File: config.mk
export PLATFORM = sky130hd
export DESIGN_NAME = i2s_sender_fifo
export DESIGN_NICKNAME = d
export VERILOG_FILES = /design/src/rtl/i2s_sender_fifo.sv
export SDC_FILE = /design/constraint.sdc
export NUM_CORES = 1
export LEC_CHECK = 0
export ABC_AREA = 1
export BUFFER_PORTS_ARGS = -buffer_cell sky130_fd_sc_hd__buf_2
export CAP_MARGIN = 20
export CORE_MARGIN = 3
export CORE_UTILIZATION = 30
export DETAILED_ROUTE_END_ITERATION = 6
export HOLD_SLACK_MARGIN = 0.02
export SLEW_MARGIN = 20
export SYNTH_ARGS = -nofsm -noshare
export SYNTH_HDL_FRONTEND = slang
export SYNTH_SLANG_ARGS = --single-unit
File: constraint.sdc
create_clock -name i_in_clk -period 7.8 [get_ports i_in_clk]
set_input_delay 0.78 -clock i_in_clk [delete_from_list [all_inputs] [get_ports i_in_clk]]
set_output_delay 0.78 -clock i_in_clk [all_outputs]
set_load 0.01 [all_outputs]
File: src/rtl/i2s_sender_fifo.sv
// I2S transmitter with an internal stereo-frame FIFO, 1x/2x/4x sample repeat and underrun flag.
// Optional macro I2S_HOLD_LAST_EN: a starved load replays the previous frame instead of silence.
module i2s_sender_fifo #(
    parameter int unsigned SAMPLE_W     = 16,
    parameter int unsigned SLOT_W       = 32,
    parameter int unsigned FIFO_DEPTH   = 4,
    parameter int unsigned BCK_DIV      = 4,
    parameter int unsigned UNDERRUN_LIM = 3
) (
    input  logic                          i_in_clk,
    input  logic                          i_rst_n,
    input  logic                          i_enable,
    input  logic [1:0]                    i_rate_sel,
    input  logic                          i_in_valid,
    output logic                          o_in_ready,
    input  logic [2*SAMPLE_W-1:0]         i_in_data,
    output logic [$clog2(FIFO_DEPTH):0]   o_fifo_level,
    output logic                          o_req_tick,
    output logic                          o_underrun,
    output logic                          o_bck,
    output logic                          o_lrck,
    output logic                          o_sout
);

    localparam int unsigned DIV_W = (BCK_DIV > 1) ? $clog2(BCK_DIV) : 1;
    localparam int unsigned B_W   = $clog2(2*SLOT_W);
    localparam int unsigned IDX_W = (SAMPLE_W > 1) ? $clog2(SAMPLE_W) : 1;
    localparam int unsigned AW    = $clog2(FIFO_DEPTH);
    localparam int unsigned LVL_W = AW + 1;

    logic [DIV_W-1:0]      r_div;
    logic                  r_bck;
    logic [B_W-1:0]        r_b;
    logic                  r_lrck;
    logic                  r_sout;
    logic                  r_req_tick;
    logic [2*SAMPLE_W-1:0] r_frame;
    logic [1:0]            r_rep;
    logic [2:0]            r_starve;
    logic [2*SAMPLE_W-1:0] r_mem [FIFO_DEPTH];
    logic [AW-1:0]         r_wr;
    logic [AW-1:0]         r_rd;
    logic [LVL_W-1:0]      r_level;

    logic                  w_tick;
    logic                  w_fall;
    logic                  w_load;
    logic [B_W-1:0]        w_b_next;
    logic                  w_right;
    logic [B_W-1:0]        w_k;
    logic [SAMPLE_W-1:0]   w_chan;
    logic [IDX_W-1:0]      w_idx;
    logic                  w_bit;
    logic                  w_empty;
    logic                  w_full;
    logic                  w_push;
    logic                  w_serve;
    logic                  w_pop;
    logic                  w_starve;
    logic [1:0]            w_rep_load;

    assign w_tick   = (r_div == DIV_W'(BCK_DIV - 1));
    assign w_fall   = w_tick && r_bck;
    assign w_load   = w_fall && (w_b_next == '0);
    assign w_empty  = (r_level == '0);
    assign w_full   = (r_level == LVL_W'(FIFO_DEPTH));
    assign w_push   = i_in_valid && o_in_ready;
    // A fresh frame is only fetched once the repeat budget of the current one is spent.
    assign w_serve  = w_load && (r_rep == '0) && i_enable;
    assign w_pop    = w_serve && !w_empty;
    assign w_starve = w_serve && w_empty;

    always_comb begin
        w_b_next = (r_b == B_W'(2*SLOT_W - 1)) ? '0 : r_b + 1'b1;
        w_right  = (w_b_next >= B_W'(SLOT_W));
        w_k      = w_right ? (w_b_next - B_W'(SLOT_W)) : w_b_next;
        w_chan   = w_right ? r_frame[SAMPLE_W-1:0] : r_frame[2*SAMPLE_W-1:SAMPLE_W];
        w_idx    = IDX_W'(SAMPLE_W - 32'(w_k));
        w_bit    = 1'b0;
        if ((w_k != '0) && (w_k <= B_W'(SAMPLE_W))) w_bit = w_chan[w_idx];
    end

    always_comb begin
        w_rep_load = 2'd3;
        case (i_rate_sel)
            2'd0:    w_rep_load = 2'd0;
            2'd1:    w_rep_load = 2'd1;
            default: w_rep_load = 2'd3;
        endcase
    end

    always_ff @(posedge i_in_clk) begin
        if (w_push) r_mem[r_wr] <= i_in_data;
    end

    always_ff @(posedge i_in_clk) begin
        if (!i_rst_n) begin
            r_div      <= '0;
            r_bck      <= 1'b0;
            r_b        <= B_W'(2*SLOT_W - 1);
            r_lrck     <= 1'b0;
            r_sout     <= 1'b0;
            r_req_tick <= 1'b0;
            r_frame    <= '0;
            r_rep      <= '0;
            r_starve   <= '0;
            r_wr       <= '0;
            r_rd       <= '0;
            r_level    <= '0;
        end else begin
            r_req_tick <= w_serve;

            if (w_tick) begin
                r_div <= '0;
                r_bck <= ~r_bck;
            end else begin
                r_div <= r_div + 1'b1;
            end

            if (w_fall) begin
                r_b    <= w_b_next;
                r_lrck <= w_right;
                r_sout <= w_bit;
            end

            if (!i_enable) begin
                r_wr    <= '0;
                r_rd    <= '0;
                r_level <= '0;
            end else begin
                if (w_push) r_wr <= r_wr + 1'b1;
                if (w_pop)  r_rd <= r_rd + 1'b1;
                case ({w_push, w_pop})
                    2'b10:   r_level <= r_level + 1'b1;
                    2'b01:   r_level <= r_level - 1'b1;
                    default: r_level <= r_level;
                endcase
            end

            if (w_load) begin
                if (!i_enable) begin
                    r_frame <= '0;
                    r_rep   <= '0;
                end else if (r_rep != '0) begin
                    r_rep <= r_rep - 1'b1;
                end else if (!w_empty) begin
                    r_frame <= r_mem[r_rd];
                    r_rep   <= w_rep_load;
                end else begin
                    r_rep <= '0;
`ifdef I2S_HOLD_LAST_EN
                    r_frame <= r_frame;
`else
                    r_frame <= '0;
`endif
                end
            end

            if (!i_enable || w_pop) begin
                r_starve <= '0;
            end else if (w_starve && (r_starve != 3'd7)) begin
                r_starve <= r_starve + 1'b1;
            end
        end
    end

    assign o_in_ready   = i_enable && !w_full;
    assign o_fifo_level = r_level;
    assign o_req_tick   = r_req_tick;
    assign o_underrun   = (r_starve >= 3'(UNDERRUN_LIM));
    assign o_bck        = r_bck;
    assign o_lrck       = r_lrck;
    assign o_sout       = r_sout;

endmodule
Word-level counts from Yosys, hierarchy flattened
Memories as Yosys holds them, arrays and structs flattened. A register that Yosys moved wholly into a read port is not among the register bits.
Cells that the tools add are included.
Storage, ports and cells
  bits in registers: 56
  RAM bits: 128
  word-level logic and storage cells: 80
  memories kept: 1
Operators by class
  $add $sub $neg: 10
  order comparisons: 4
  eq/ne operators: 8
  mux-type cells: 18
  bitwise operators: 2
  reduce and logical (&&, ||, !) cells: 25
Memory list
  r_mem: depth 4, bits a word 32, rd ports 1, clocked after Yosys merged registers in 1, wr ports 1, RTL line 40  | logic [2*SAMPLE_W-1:0] r_mem [FIFO_DEPTH];
Operator list (count)
  32-bit 2-to-1 mux: 3
  16-bit 2-to-1 mux: 1
  6-bit 2-to-1 mux: 2
  1-bit logical AND: 10
  2-bit 2-to-1 mux: 5
  2-bit by 1-bit adder with 2-bit output (second input constant): 3
  3-bit by 1-bit adder with 3-bit output (second input constant): 2
  6-bit by 1-bit adder with 6-bit output (second input constant): 1
  6-bit == test (second input constant): 1
  6-bit >= comparator (second input constant): 1
  6-bit by 5-bit <= comparator with 1-bit output (second input constant): 1
  6-bit logical NOT: 1
  3-bit case mux with 2 select lines: 1
  6-bit nonzero test: 1
  6-bit subtractor (second input constant): 1
  4-bit by 5-bit less-than comparator with 1-bit output (second input constant): 1
  1-bit binary-select mux with 4-bit select: 1
  2-bit by 1-bit == test with 1-bit output (second input constant): 2
  2-bit == test (second input constant): 2
  2-bit logical NOT: 2
  1-bit 2-to-1 mux: 4
  2-bit case mux with 2 select lines: 1
  2-bit AND reduction: 2
  2-bit nonzero test: 2
  12 further kinds: 16

Depth between registers and ports, before layout
  depth in word-level cells: 9
  gate-level depth with buffers: 19
  depth with buffers taken out: 18

Worst setup path after synthesis
No wires, ideal clock.
  path kind: input to register
  start point: input i_enable
  end point: memory r_mem[0][0] in the netlist's numbering, enable pin
  library setup time: 0.421 ns
  arrival time: 2.778 ns
  slack: 4.600 ns
  stages: 4
  cell sequence: inv_1 a31oi_1 nand2_1 nor2_1
On the way
  cells in the longest elaborated chain, start to end: 4
Ends and longest elaborated chain
  start, declared: RTL line 12  | input logic i_enable,
  1-bit logical AND: RTL line 167  | assign o_in_ready = i_enable && !w_full;
  net o_in_ready: RTL line 15  | output logic o_in_ready,
  1-bit logical AND: RTL line 67  | assign w_push = i_in_valid && o_in_ready;
  1-bit 2-to-1 mux: RTL line 93  | if (w_push) r_mem[r_wr] <= i_in_data;
  1-bit 2-to-1 mux (implied by the code): RTL line 93
  end, declared: RTL line 40
The timed path passes the listed nets, and every way through them passes these cells.

Worst setup path after layout
  start point: register r_b[1]
  end point: register r_level[2], in the netlist o_fifo_level[2]
On the way
  cells in the longest elaborated chain, start to end: 9
  elaborated cells between the ends (all ways): 12
Ends and longest elaborated chain
  start, declared: RTL line 33  | logic [B_W-1:0] r_b;
  start signal, assigned: RTL line 100  | r_b <= B_W'(2*SLOT_W - 1);
  start signal, assigned: RTL line 121  | r_b <= w_b_next;
  6-bit by 1-bit adder with 6-bit output or 6-bit == test (tied branches): RTL line 74  | w_b_next = (r_b == B_W'(2*SLOT_W - 1)) ? '0 : r_b + 1'b1;
  6-bit 2-to-1 mux (*): RTL line 74
  6-bit logical NOT (*): RTL line 64  | assign w_load = w_fall && (w_b_next == '0);
  1-bit logical AND (*): RTL line 64
  1-bit logical AND (*) (2 in series): RTL line 69  | assign w_serve = w_load && (r_rep == '0) && i_enable;
  1-bit logical AND (*): RTL line 70  | assign w_pop = w_serve && !w_empty;
  2-bit by 1-bit == test with 1-bit output or 2-bit == test (tied branches): RTL line 133  | case ({w_push, w_pop})
  3-bit case mux with 2 select lines or 2-bit nonzero test (tied branches)
  end signal, assigned: RTL line 134  | 2'b10: r_level <= r_level + 1'b1;
  end signal, assigned: RTL line 135  | 2'b01: r_level <= r_level - 1'b1;
  end signal, assigned: RTL line 136  | default: r_level <= r_level;
  end, declared: RTL line 43  | logic [LVL_W-1:0] r_level;
Mark *: on every way between the ends. The rest lies on a longest branch, timed or not.
A chain may end at the register's enable or synchronous reset.

==> flow_summary.yaml <==
global_routing:
  overflow: 0
  grt_max_degree: 66
  grt_pass1_wl_um: 25400
  grt_util_all_layers_pct: 11.5
  antenna_found_initial: 0
  grt_pass1_vias: 4748
setup_path:
  crit_path_max_fanout: 34
  critPathBufInv: 2
  path_delay_family: "simple AND/OR/NAND/NOR gates"
  crit_required_ps: 8130
  crit_slowest_cell: "dfxtp_1"
  critPathLaunch: "r_b[1]$_SDFFE_PN1P_"
  r2r-start: "r_b[1]$_SDFFE_PN1P_"
  crit_path_end_kind: "register"
  cp_common_cell: "nand2_4"
  path_cells: "ha_1 > nand2_4 > nor2_4 > nor2_1 > nand2_4 > nand2_4 > nor2_4 > nand2_2 > nor3_4 > nand2_2 > clkinv_4 > ha_1 > inv_1 > fa_1 > o21ai_0 > a21oi_1 > o21ai_0 > a21oi_1"
  critPathLaunchType: "register"
  r2r_setup_slack_ps: 4570
  crit_type: "register to register"
  worstReg2RegEnd: "o_fifo_level[2]$_SDFFE_PN0P_"
  endpoint: "o_fifo_level[2]$_SDFFE_PN0P_"
  arrival_ps: 3560
  r2r_cells: 18
  max_stage_delay_ps: 390
  crit_cells: 18
layout:
  mostFrequentLayoutCell: "nand2_1"
  fin_util_pct: 35.1
  syn_to_final_growth_pct: 14.5
  final_cell_mix: "nand2_1, edfxtp_1, dfxtp_1"
  drive_gt1_share_pct: 21.8
  fin_nets: 798
  diodes: 0
  nFillCells: 2479
route:
  drtAntennaViolNets: 0
  drt_wl_total_um: 15700
  via_per_inst: 4.61
  drt-pass1-iter-count: 4
  drc: 0
  wl_per_cell_um: 14.3
  drtIter0Drc: 214
  num_vias: 5034
sta:
  fin_worst_skew_ps: 11.4
  rsz0062_at_grt: "no"
  finalSetupViolCount: 0
  setup_tns_ps: 0
  worst_slack_ps: 4570
  layout_min_cycle_time_ps: 3230
  final_max_slew_viol_count: 0
  slew_headroom_pct: 34.1
  hold_viol_final: 0
  hold_ws_ps: 433
  worst_pin_slew_ps: 988
  max_freq_mhz: 309
  min_period_over_period_pct: 41.5
synth:
  synthXorXnorAreaFrac_pct: 0.225
  netlist_area_mm2: 0.00777
  synth-compound-area-share_pct: 11.8
  synth_nets: 759
  synth.distinct_cells: 37
  synthAdderAreaFrac_pct: 1.87
  syn_inst: 710
  ys_async_sr_fraction_pct: 0
  ys_warn_count: 0
  seq_area_frac_synth_pct: 64.4
  synthMuxAreaShare_pct: 0
  synth_simple_gate_area_share_pct: 17.3
  synth_edf_count: 128
  synth_flop_cell: "edfxtp_1"
  ys_ff_latch: 186
  synth_top_family_by_area: "simple AND/OR/NAND/NOR gates"
  syn_avg_cell_area_um2: 10.9
clocking:
  cts_tree: "yes"
  cts_hold_buf: 0
  post-cts-setup-buffers: 0
  numCtsBuffers: 17
  cts.sinks: 186
  clk_path_buf_depth: 2
  worstSkewPairLatency_ps: 440
  clockRootBuffer: "clkbuf_16"
  cts_resized: 0
  h-tree-depth: 4
  clk_pin_slew_worst_paths_ps: 80
floorplan:
  ios: 47
  num_rows: 58
  core_area_mm2: 0.0253
  fp.dieArea_mm2: 0.0279
  die_w_um: 167
  start_util_pct: 30.7
  die_h_um: 167
placed_design:
  dp_slack_ps: 4550
  gp_congestion: 0.887
  hpwl_um: 9700
  port_buffers: 46
worst_hold_path:
  min_path_type: "register to register"
  min_from: "r_div[0]$_SDFF_PP0_"
power_and_ir_drop:
  power.density_mw_per_mm2: 225
  p_leak_uw: 0.00319
  ir_drop_uv: 112
run:
  maxCapViolCount: 0
status:
  status: "finished clean"
==> area by class of cell <==
class | count | area (um^2) | share of cell area (%)
timing repair buffer | 52 | 275 | 3.09
sequential | 186 | 5010 | 56.3
clock inverter | 15 | 180 | 2.03
inverter | 42 | 164 | 1.84
clock buffer | 17 | 425 | 4.78
tap | 330 | 413 | 4.64
multi-input combinational | 450 | 2430 | 27.3
==> Yosys cell counts (all sizes together), types with 2 or more instances <==
cell	instances	share of area [%]
buf	13	1.4
inv	41	2.0
xnor2	2	0.23
a21oi	79	6.5
nand3	29	1.9
nand2	230	12
a32oi	32	3.6
nor3b	2	0.19
nor2	36	2.0
clkbuf	19	0.92
dfxtp	58	15
o21ai	13	0.84
a22oi	5	0.48
ha	10	1.6
nor3	3	0.34
a211o	2	0.23
edfxtp	128	49
==> cell families (layout without fill, tap and decap cells) <==
| family | Yosys count | count (layout) |
|---|---|---|
| AO/OA/AOI/OAI | 133 | 133 |
| XOR/XNOR | 2 | 2 |
| adder cells (fa/ha/maj) | 11 | 11 |
| AND/OR/NAND/NOR | 304 | 304 |
| buffers and inverters | 74 | 126 |
| flip-flops | 186 | 186 |
==> power breakdown <==
| group | internal (uW) | switching (uW) | leakage (uW) | total, uW |
|---|---|---|---|---|
| Sequential | 1070 | 4.14 | 0.00163 | 1070 |
| Clock | 460 | 409 | 0.000294 | 869 |
| Combinational | 18.9 | 40.0 | 0.00127 | 58.9 |
==> sequential cells by signal, summed over array words and instances, names as in the netlist, named ones only <==
| name | flops |
|---|---|
| r_frame | 32 |
| o_sout | 1 |
| r_b | 6 |
| o_lrck | 1 |
| o_req_tick | 1 |
| r_mem | 128 |
| o_fifo_level | 3 |
| r_rep | 2 |
| r_rd | 2 |
| o_bck | 1 |
| r_wr | 2 |
| r_starve | 3 |
| r_div | 2 |
==> stage by stage <==
stage          power, uW  cells  area [um^2]
2_1_floorplan       1130    710         7770
3_3_place_gp        1150   1060         8290
3_5_place_dp        1150   1060         8290
4_1_cts             2020   1092         8900
5_1_grt             2070   1092         8900
6_report            2000   1092         8900
==> per-layer routing <==
layer | vias to the layer above | wire [um] | track usage (%)
li1 | 2548 | - | -
met5 | - | 0 | 0
met2 | 73 | 7050 | 17.3
met3 | 27 | 582 | 3.11
met1 | 2386 | 7630 | 15.6
met4 | 0 | 393 | 5.31
==> how the worst min path moves through the flow <==
stage | cells after the start | endpoint
6_report | 1 | r_div[0]$_SDFF_PP0_
4_1_cts | 1 | r_div[0]$_SDFF_PP0_
2_1_floorplan | 1 | r_div[0]$_SDFF_PP0_
5_1_grt | 1 | r_div[0]$_SDFF_PP0_
3_3_place_gp | 1 | r_div[0]$_SDFF_PP0_
3_5_place_dp | 1 | r_div[0]$_SDFF_PP0_
Note: power is estimated with default switching activity, not from simulation.
